File: src/rtl/if_pkg.sv
// Shared types for the instruction-fetch stage: FSM encoding and buffered fetch entry.
package if_pkg;

  localparam int XLEN_DEFAULT = 32;

  typedef enum logic [1:0] {
    IDLE = 2'd0,
    BUSY = 2'd1,
    DROP = 2'd2
  } fetch_state_t;

  typedef struct packed {
    logic [XLEN_DEFAULT-1:0] pc;
    logic [XLEN_DEFAULT-1:0] instr;
  } fetch_entry_t;

endpackage

File: src/rtl/if_fetch_unit_if.sv
// Fetch-stage bus: PC register control, instruction-memory port and decode-side handshake.
interface if_fetch_unit_if #(
  parameter int XLEN = if_pkg::XLEN_DEFAULT
);
  logic            pc_en_o;
  logic [XLEN-1:0] pc_i;
  logic            flush_i;
  logic            imem_req_o;
  logic [XLEN-1:0] imem_addr_o;
  logic            imem_ack_i;
  logic [XLEN-1:0] imem_data_i;
  logic            out_valid_o;
  logic            out_ready_i;
  logic [XLEN-1:0] out_pc_o;
  logic [XLEN-1:0] out_instr_o;

  // master = fetch unit, slave = surrounding pipeline / memory
  modport master (
    input  pc_i, flush_i, imem_ack_i, imem_data_i, out_ready_i,
    output pc_en_o, imem_req_o, imem_addr_o, out_valid_o, out_pc_o, out_instr_o
  );

  modport slave (
    output pc_i, flush_i, imem_ack_i, imem_data_i, out_ready_i,
    input  pc_en_o, imem_req_o, imem_addr_o, out_valid_o, out_pc_o, out_instr_o
  );
endinterface

File: src/rtl/if_fetch_fifo.sv
// DEPTH-entry synchronous FIFO holding fetched {pc, instr} pairs; clear empties it in one edge.
module if_fetch_fifo
  import if_pkg::*;
#(
  parameter int  DEPTH = 2,
  parameter type T     = fetch_entry_t,
  localparam int AW    = $clog2(DEPTH),
  localparam int CW    = AW + 1
) (
  input  logic          clk,
  input  logic          rst,
  input  logic          push,
  input  logic          pop,
  input  logic          clear,
  input  T              din,
  output T              head,
  output logic [CW-1:0] count
);

  T              mem [DEPTH];
  logic [AW-1:0] wr_ptr;
  logic [AW-1:0] rd_ptr;

  assign head = mem[rd_ptr];

  // Storage is zeroed on reset so the head reads 0 until the first push.
  always_ff @(posedge clk) begin
    if (rst) begin
      wr_ptr <= '0;
      rd_ptr <= '0;
      count  <= '0;
      for (int i = 0; i < DEPTH; i++) mem[i] <= '0;
    end else if (clear) begin
      wr_ptr <= '0;
      rd_ptr <= '0;
      count  <= '0;
    end else begin
      if (push) begin
        mem[wr_ptr] <= din;
        wr_ptr      <= wr_ptr + AW'(1);
      end
      if (pop) rd_ptr <= rd_ptr + AW'(1);
      case ({push, pop})
        2'b10:   count <= count + CW'(1);
        2'b01:   count <= count - CW'(1);
        default: count <= count;
      endcase
    end
  end

endmodule

File: src/rtl/if_fetch_unit.sv
// Instruction-fetch stage: one outstanding imem read, PC advance control, flush handling.
module if_fetch_unit
  import if_pkg::*;
#(
  parameter int DEPTH = 2,
  parameter int XLEN  = XLEN_DEFAULT
) (
  input  logic              clk_i,
  input  logic              rst_i,
  if_fetch_unit_if.master   bus
);

  localparam int CW = $clog2(DEPTH) + 1;

  typedef struct packed {
    logic [XLEN-1:0] pc;
    logic [XLEN-1:0] instr;
  } entry_t;

  fetch_state_t    state, state_nxt;
  logic [XLEN-1:0] pc_q;
  logic [CW-1:0]   count;
  logic            req;
  logic            push;
  logic            pop;
  logic            valid;
  entry_t          din;
  entry_t          head;

  always_ff @(posedge clk_i) begin
    if (rst_i) state <= IDLE;
    else       state <= state_nxt;
  end

  always_ff @(posedge clk_i) begin
    if (rst_i)    pc_q <= '0;
    else if (req) pc_q <= bus.pc_i;
  end

  always_comb begin
    state_nxt = state;
    case (state)
      IDLE:    if (req) state_nxt = BUSY;
      BUSY:    if (bus.imem_ack_i) state_nxt = IDLE;
               else if (bus.flush_i) state_nxt = DROP;
      DROP:    if (bus.imem_ack_i) state_nxt = IDLE;
      default: state_nxt = IDLE;
    endcase
  end

  // Request is gated on buffer room at issue time, so a push can never hit a full FIFO.
  always_comb begin
    req = 1'b0;
    if (!rst_i && state == IDLE && count < CW'(DEPTH) && !bus.flush_i) req = 1'b1;
    bus.imem_req_o  = req;
    bus.imem_addr_o = bus.pc_i;
    bus.pc_en_o     = !rst_i && (req || bus.flush_i);
  end

  // Reset gating keeps out_valid low in the very first reset cycle, before any edge.
  assign valid           = !rst_i && (count != '0);
  assign pop             = valid && bus.out_ready_i;
  assign push            = (state == BUSY) && bus.imem_ack_i && !bus.flush_i;
  assign din             = '{pc: pc_q, instr: bus.imem_data_i};
  assign bus.out_valid_o = valid;
  assign bus.out_pc_o    = head.pc;
  assign bus.out_instr_o = head.instr;

  if_fetch_fifo #(.DEPTH(DEPTH), .T(entry_t)) u_fifo (
    .clk   (clk_i),
    .rst   (rst_i),
    .push  (push),
    .pop   (pop),
    .clear (bus.flush_i),
    .din   (din),
    .head  (head),
    .count (count)
  );

endmodule

File: src/flat_wrapper.sv
// flat-port wrapper written by rule: the top's interface ports become plain ports
module if_fetch_unit_flat import if_pkg::*;
#(
  parameter int DEPTH = 2,
  parameter int XLEN  = XLEN_DEFAULT
)
  (clk_i, rst_i, bus_pc_i, bus_flush_i, bus_imem_ack_i, bus_imem_data_i, bus_out_ready_i, bus_pc_en_o, bus_imem_req_o, bus_imem_addr_o, bus_out_valid_o, bus_out_pc_o, bus_out_instr_o);
  if_fetch_unit_if #(.XLEN(XLEN)) bus_i ();
  input  logic clk_i;
  input  logic rst_i;
  input wire logic [$bits(bus_i.pc_i)-1:0] bus_pc_i;
  input wire logic [$bits(bus_i.flush_i)-1:0] bus_flush_i;
  input wire logic [$bits(bus_i.imem_ack_i)-1:0] bus_imem_ack_i;
  input wire logic [$bits(bus_i.imem_data_i)-1:0] bus_imem_data_i;
  input wire logic [$bits(bus_i.out_ready_i)-1:0] bus_out_ready_i;
  output wire logic [$bits(bus_i.pc_en_o)-1:0] bus_pc_en_o;
  output wire logic [$bits(bus_i.imem_req_o)-1:0] bus_imem_req_o;
  output wire logic [$bits(bus_i.imem_addr_o)-1:0] bus_imem_addr_o;
  output wire logic [$bits(bus_i.out_valid_o)-1:0] bus_out_valid_o;
  output wire logic [$bits(bus_i.out_pc_o)-1:0] bus_out_pc_o;
  output wire logic [$bits(bus_i.out_instr_o)-1:0] bus_out_instr_o;
  assign bus_i.pc_i = bus_pc_i;
  assign bus_i.flush_i = bus_flush_i;
  assign bus_i.imem_ack_i = bus_imem_ack_i;
  assign bus_i.imem_data_i = bus_imem_data_i;
  assign bus_i.out_ready_i = bus_out_ready_i;
  assign bus_pc_en_o = bus_i.pc_en_o;
  assign bus_imem_req_o = bus_i.imem_req_o;
  assign bus_imem_addr_o = bus_i.imem_addr_o;
  assign bus_out_valid_o = bus_i.out_valid_o;
  assign bus_out_pc_o = bus_i.out_pc_o;
  assign bus_out_instr_o = bus_i.out_instr_o;
  if_fetch_unit #(.DEPTH(DEPTH), .XLEN(XLEN)) u_core (.clk_i(clk_i), .rst_i(rst_i), .bus(bus_i));
endmodule
File: config.mk
export PLATFORM = sky130hd
export DESIGN_NAME = if_fetch_unit_flat
export DESIGN_NICKNAME = d
export VERILOG_FILES = /design/src/rtl/if_pkg.sv /design/src/rtl/if_fetch_unit_if.sv /design/src/rtl/if_fetch_fifo.sv /design/src/rtl/if_fetch_unit.sv /design/src/flat_wrapper.sv
export SDC_FILE = /design/constraint.sdc
export NUM_CORES = 1
export LEC_CHECK = 0
export CORE_MARGIN = 5
export CORE_UTILIZATION = 50
export DETAILED_ROUTE_END_ITERATION = 16
export HOLD_SLACK_MARGIN = 0.12
export PLACE_DENSITY = 0.84
export RECOVER_POWER = 50
export SETUP_SLACK_MARGIN = 0.02
export SLEW_MARGIN = 20
export SYNTH_ARGS = -nofsm -noshare
export SYNTH_HDL_FRONTEND = slang
export SYNTH_SLANG_ARGS = --single-unit
File: constraint.sdc
create_clock -name clk_i -period 5.8 [get_ports clk_i]
set_input_delay 1.16 -clock clk_i [delete_from_list [all_inputs] [get_ports clk_i]]
set_output_delay 1.16 -clock clk_i [all_outputs]
set_load 0.01 [all_outputs]
After elaboration in Yosys (flattened, before gate mapping)
Memories as Yosys holds them, arrays and structs flattened. A register that Yosys moved wholly into a read port is not among the register bits. Index checks and enable logic that the tools add are counted. Widths: inputs -> output; s select.

Register bits after elaboration: 38. Latch bits: 0. Bits in writable memories: 128. Bits in read-only memories: 0. Output and inout bits: 99. Logic and storage cells: 53. Memories kept: 1.

$add $sub $neg: 4. Multipliers: 0. Div/mod/pow operators: 0. Magnitude comparators: 1. Eq/ne operators: 7. Shift-type cells: 0. Muxes and demuxes: 18. Bitwise operators: 0. Reductions and logical operators: 17.

Memories: u_core.u_fifo.mem (words 2, width 64, rd ports 1, clocked after Yosys merged registers in 1, write ports 2, line if_fetch_fifo.sv:20) `T mem [DEPTH];`.

Operator list (number): $mux 64 (1); $reduce_or 64->1 (1); $mux 1 (11); $logic_and 1x1->1 (8); $mux 2 (4); $pmux 2 s3 (1); $eq 2x1->1 const B (2); $eq 2x2->1 const B (2); $ne 2x2->1 const B (2); $pmux 2 s2 (1); $reduce_bool 2->1 (2); $ne 3x3->1 const B (1); $reduce_and 3->1 (1); $add 1x1->1 const B (2); $add 2x1->2 const B (1); $logic_not 1->1 (2); $logic_not 2->1 (1); $lt 2x2->1 const B (1); $reduce_or 2->1 (1); $sub 2x1->2 const B (1); $logic_or 1x1->1 (1).

Depth between registers and ports, before layout
Depth in word-level cells: 9. Depth in mapped cells: 6. Depth with buffers taken out: 6.

Modules after synthesis
A second synthesis with hierarchy kept.

Cell total of the unflattened synthesis: 578. Area total of the unflattened synthesis: 7694.9 sq um.

Modules (own cells, without submodules): if_fetch_fifo (times used 1, cells each 380, area an instance 5850.6 sq um, sequential area each 3943.8 sq um); if_fetch_unit (times used 1, cells each 198, area an instance 1844.3 sq um, sequential area each 680.7 sq um).

Worst setup path after synthesis
Ideal clock, no wire load.

Path kind: input to register. Start: input bus_imem_ack_i. End: memory u_core.u_fifo.mem[0][0] in the netlist's numbering (enable). Data arrival time: 4594 ps. Required time: 5301 ps. Slack: 707 ps. Stages: 3. Path through: nand3b_2 or2_2 o21bai_1.

RTL lines: start, declared (line flat_wrapper.sv:13) `input wire logic [$bits(bus_i.imem_ack_i)-1:0] bus_imem_ack_i;`; end, declared (line if_fetch_fifo.sv:20).

==> out/metrics.yaml <==
ys_top_cells_by_area: "edfxtp_1 52%, dfxtp_1 11%, mux2_2 10%"
netlist_instances: 560
die_y_um: 131
relSlewSlack: -0.577
htreeDepth: 4
max-cap-violations: 2
cp_slowest_cell: "clkbuf_1"
critical_path_class: "in -> reg"
cts_tree: "done"
num_io_pins: 168
final_core_util: 0.652
ys_async_sr_fraction: 0
antenna_left: 0
worstSetupEndpointType: "flop"
cp.arrival_ps: 4730
drc_errors: 0
finalMaxSlewViolations: 98
num_rows: 44
fill_cells: 1049
ir_drop_uv: 174
layout_worst_path_cycle_share: 0.769
hold_path.class: "reg -> reg"
die_w_um: 131
cts_resized: 0
dieArea_sq_um: 17200
fin_skew_ps: 10.5
clock_latency_ps: 420
vias_per_cell: 5.16
fin_nets: 757
syn_nets: 630
grt_max_degree: 66
synth_top_area_cell: "edfxtp_1"
synth-main-ff-cell: "edfxtp_1"
cts.sinks: 167
dp_hpwl_um: 10200
status: "finished with violations"
synth_top_area_share: 0.525
grt_setup_unrepaired: "no"
fp.coreArea_sq_um: 14500
cpPeakStageDelay_ps: 1700
clockBufferDepth: 2
setup_viol: 0
ys_seq_elements: 167
stdcell_count: 884
final_cell_mix: "160 x clkdlybuf4s50_1, 128 x edfxtp_1, 65 x mux2_2"
path_cells: "dlygate4sd3_1, buf_4, or2_4, nor3_1, clkbuf_1, and2_2"
finalSetupTns_ps: 0
p_per_area_nw_per_um2: 282
syn2layout_area_growth_pct: 28.9
yosys_warnings: 0
path_buf_inv: 3
numPortBuffers: 167
vias: 4560
grt_pass1_wl_um: 23600
violations: "max-capacitance violations, max-slew violations"
avgSynthCellArea_sq_um: 13.1
ys_seq_area_frac: 0.631
yosysUniqueCellTypes: 30
cts-root-buf: "clkbuf_16"
antenna_found_initial: 0
dr.pass1.iters: 5
synth_edf_count: 128
grt_overflow: 0
crit_family: "buffers and inverters"
cts.clk_slew.worst_paths_ps: 60
period_needed_ps: 4460
grt_usage: 0.181
grt_pass1_vias: 4640
dpl_cell_area_sq_um: 8880
drive_above_1_share: 0.173
dp_cells: 851
crit_path_start_kind: "input port"
tightestPinTransition_ps: 2360
cts_made_buffers: 17
start_util: 0.506
routed_wl_um: 15300
critPathMaxFanout: 64
hold_viol: 0
netlist_area_sq_um: 7330
max_freq_mhz: 224
wl_per_cell_um: 17.3
cts_setup_buffers: 0
gp_congestion: 0.817
final_common_cell: "clkdlybuf4s50_1"
leakage_nw: 3.38
ctsHoldBuffers: 0
antennaDiodeCount: 0
final_area_sq_um: 9450
first_iter_violations: 282
worst_ep_required_time_ps: 6070
[cells in the mapped netlist (all sizes together), types with 2 or more instances]
master	instances
xnor2	2
clkbuf	16
inv	3
buf	53
o21ai	34
a21oi	35
nor2	7
nand3	32
mux2	65
o21bai	2
edfxtp	128
and2	128
nor3	4
or3	3
or2	3
dfxtp	39
[routing by layer]
metal,routed length [um],GRT usage,up-vias
met4,216,0.0563,0
met5,0,0,-
met1,6300,0.233,2160
met3,1220,0.0484,17
li1,-,-,2204
met2,7540,0.299,179
[logic make-up after synthesis]
family                   count (synthesis)  synth area share
AND/OR/NAND/NOR                        180             0.151
adder cells (fa/ha/maj)                  1           0.00171
buffers and inverters                   72            0.0623
XOR/XNOR                                 3           0.00359
multiplexers                            65            0.0999
AO/OA/AOI/OAI                           72            0.0504
flip-flops                             167             0.631
[worst paths after layout]
path                                       from                        to  slack (ps)  cells past startpoint
worst min register to register   u_core.pc_q[4]            u_core.pc_q[4]         480                      2
worst max-delay path                      rst_i  u_core.u_fifo.mem[0][16]        1340                      6
worst max register to register  u_core.state[0]  u_core.u_fifo.mem[0][16]        2720                      4
worst min-delay path             u_core.pc_q[4]            u_core.pc_q[4]         480                      2
[final cells by class]
class                      count  area (sq um)  share of cell area
clock buffer                  26           520              0.0551
tap                          184           230              0.0244
timing repair buffer         177          1750               0.185
clock inverter                 6          61.3             0.00649
inverter                       3          11.3             0.00119
multi-input combinational    321          2250               0.238
sequential                   167          4630               0.490
[worst reg2reg max path, stage by stage (launching register included)]
cell,delay (ps)
dfxtp_1,470
nand3b_2,170
nor3_1,170
clkbuf_1,1700
and2_2,420
[state kept, by name (all words and copies together) (netlist names), named ones only]
signal,cells
u_core.pc_q,32
u_core.state,2
u_core.u_fifo.count,2
u_core.u_fifo.mem,128
u_core.u_fifo.rd_ptr,1
u_core.u_fifo.wr_ptr,1
[power breakdown]
part | internal (W) | switching, W
logic | 0.000127 | 0.000106
clock network | 0.000661 | 0.000424
registers | 0.00133 | 0.0000165
[per-stage QoR]
stage	setup slack, ps	hold WS, ps	power [W]
floorplan	707	458	0.00148
global placement	1360	468	0.00160
detailed placement	1260	474	0.00161
CTS	1570	482	0.00269
global route	1000	507	0.00275
finish	1340	483	0.00267
Power figures use the tool's default switching activity.
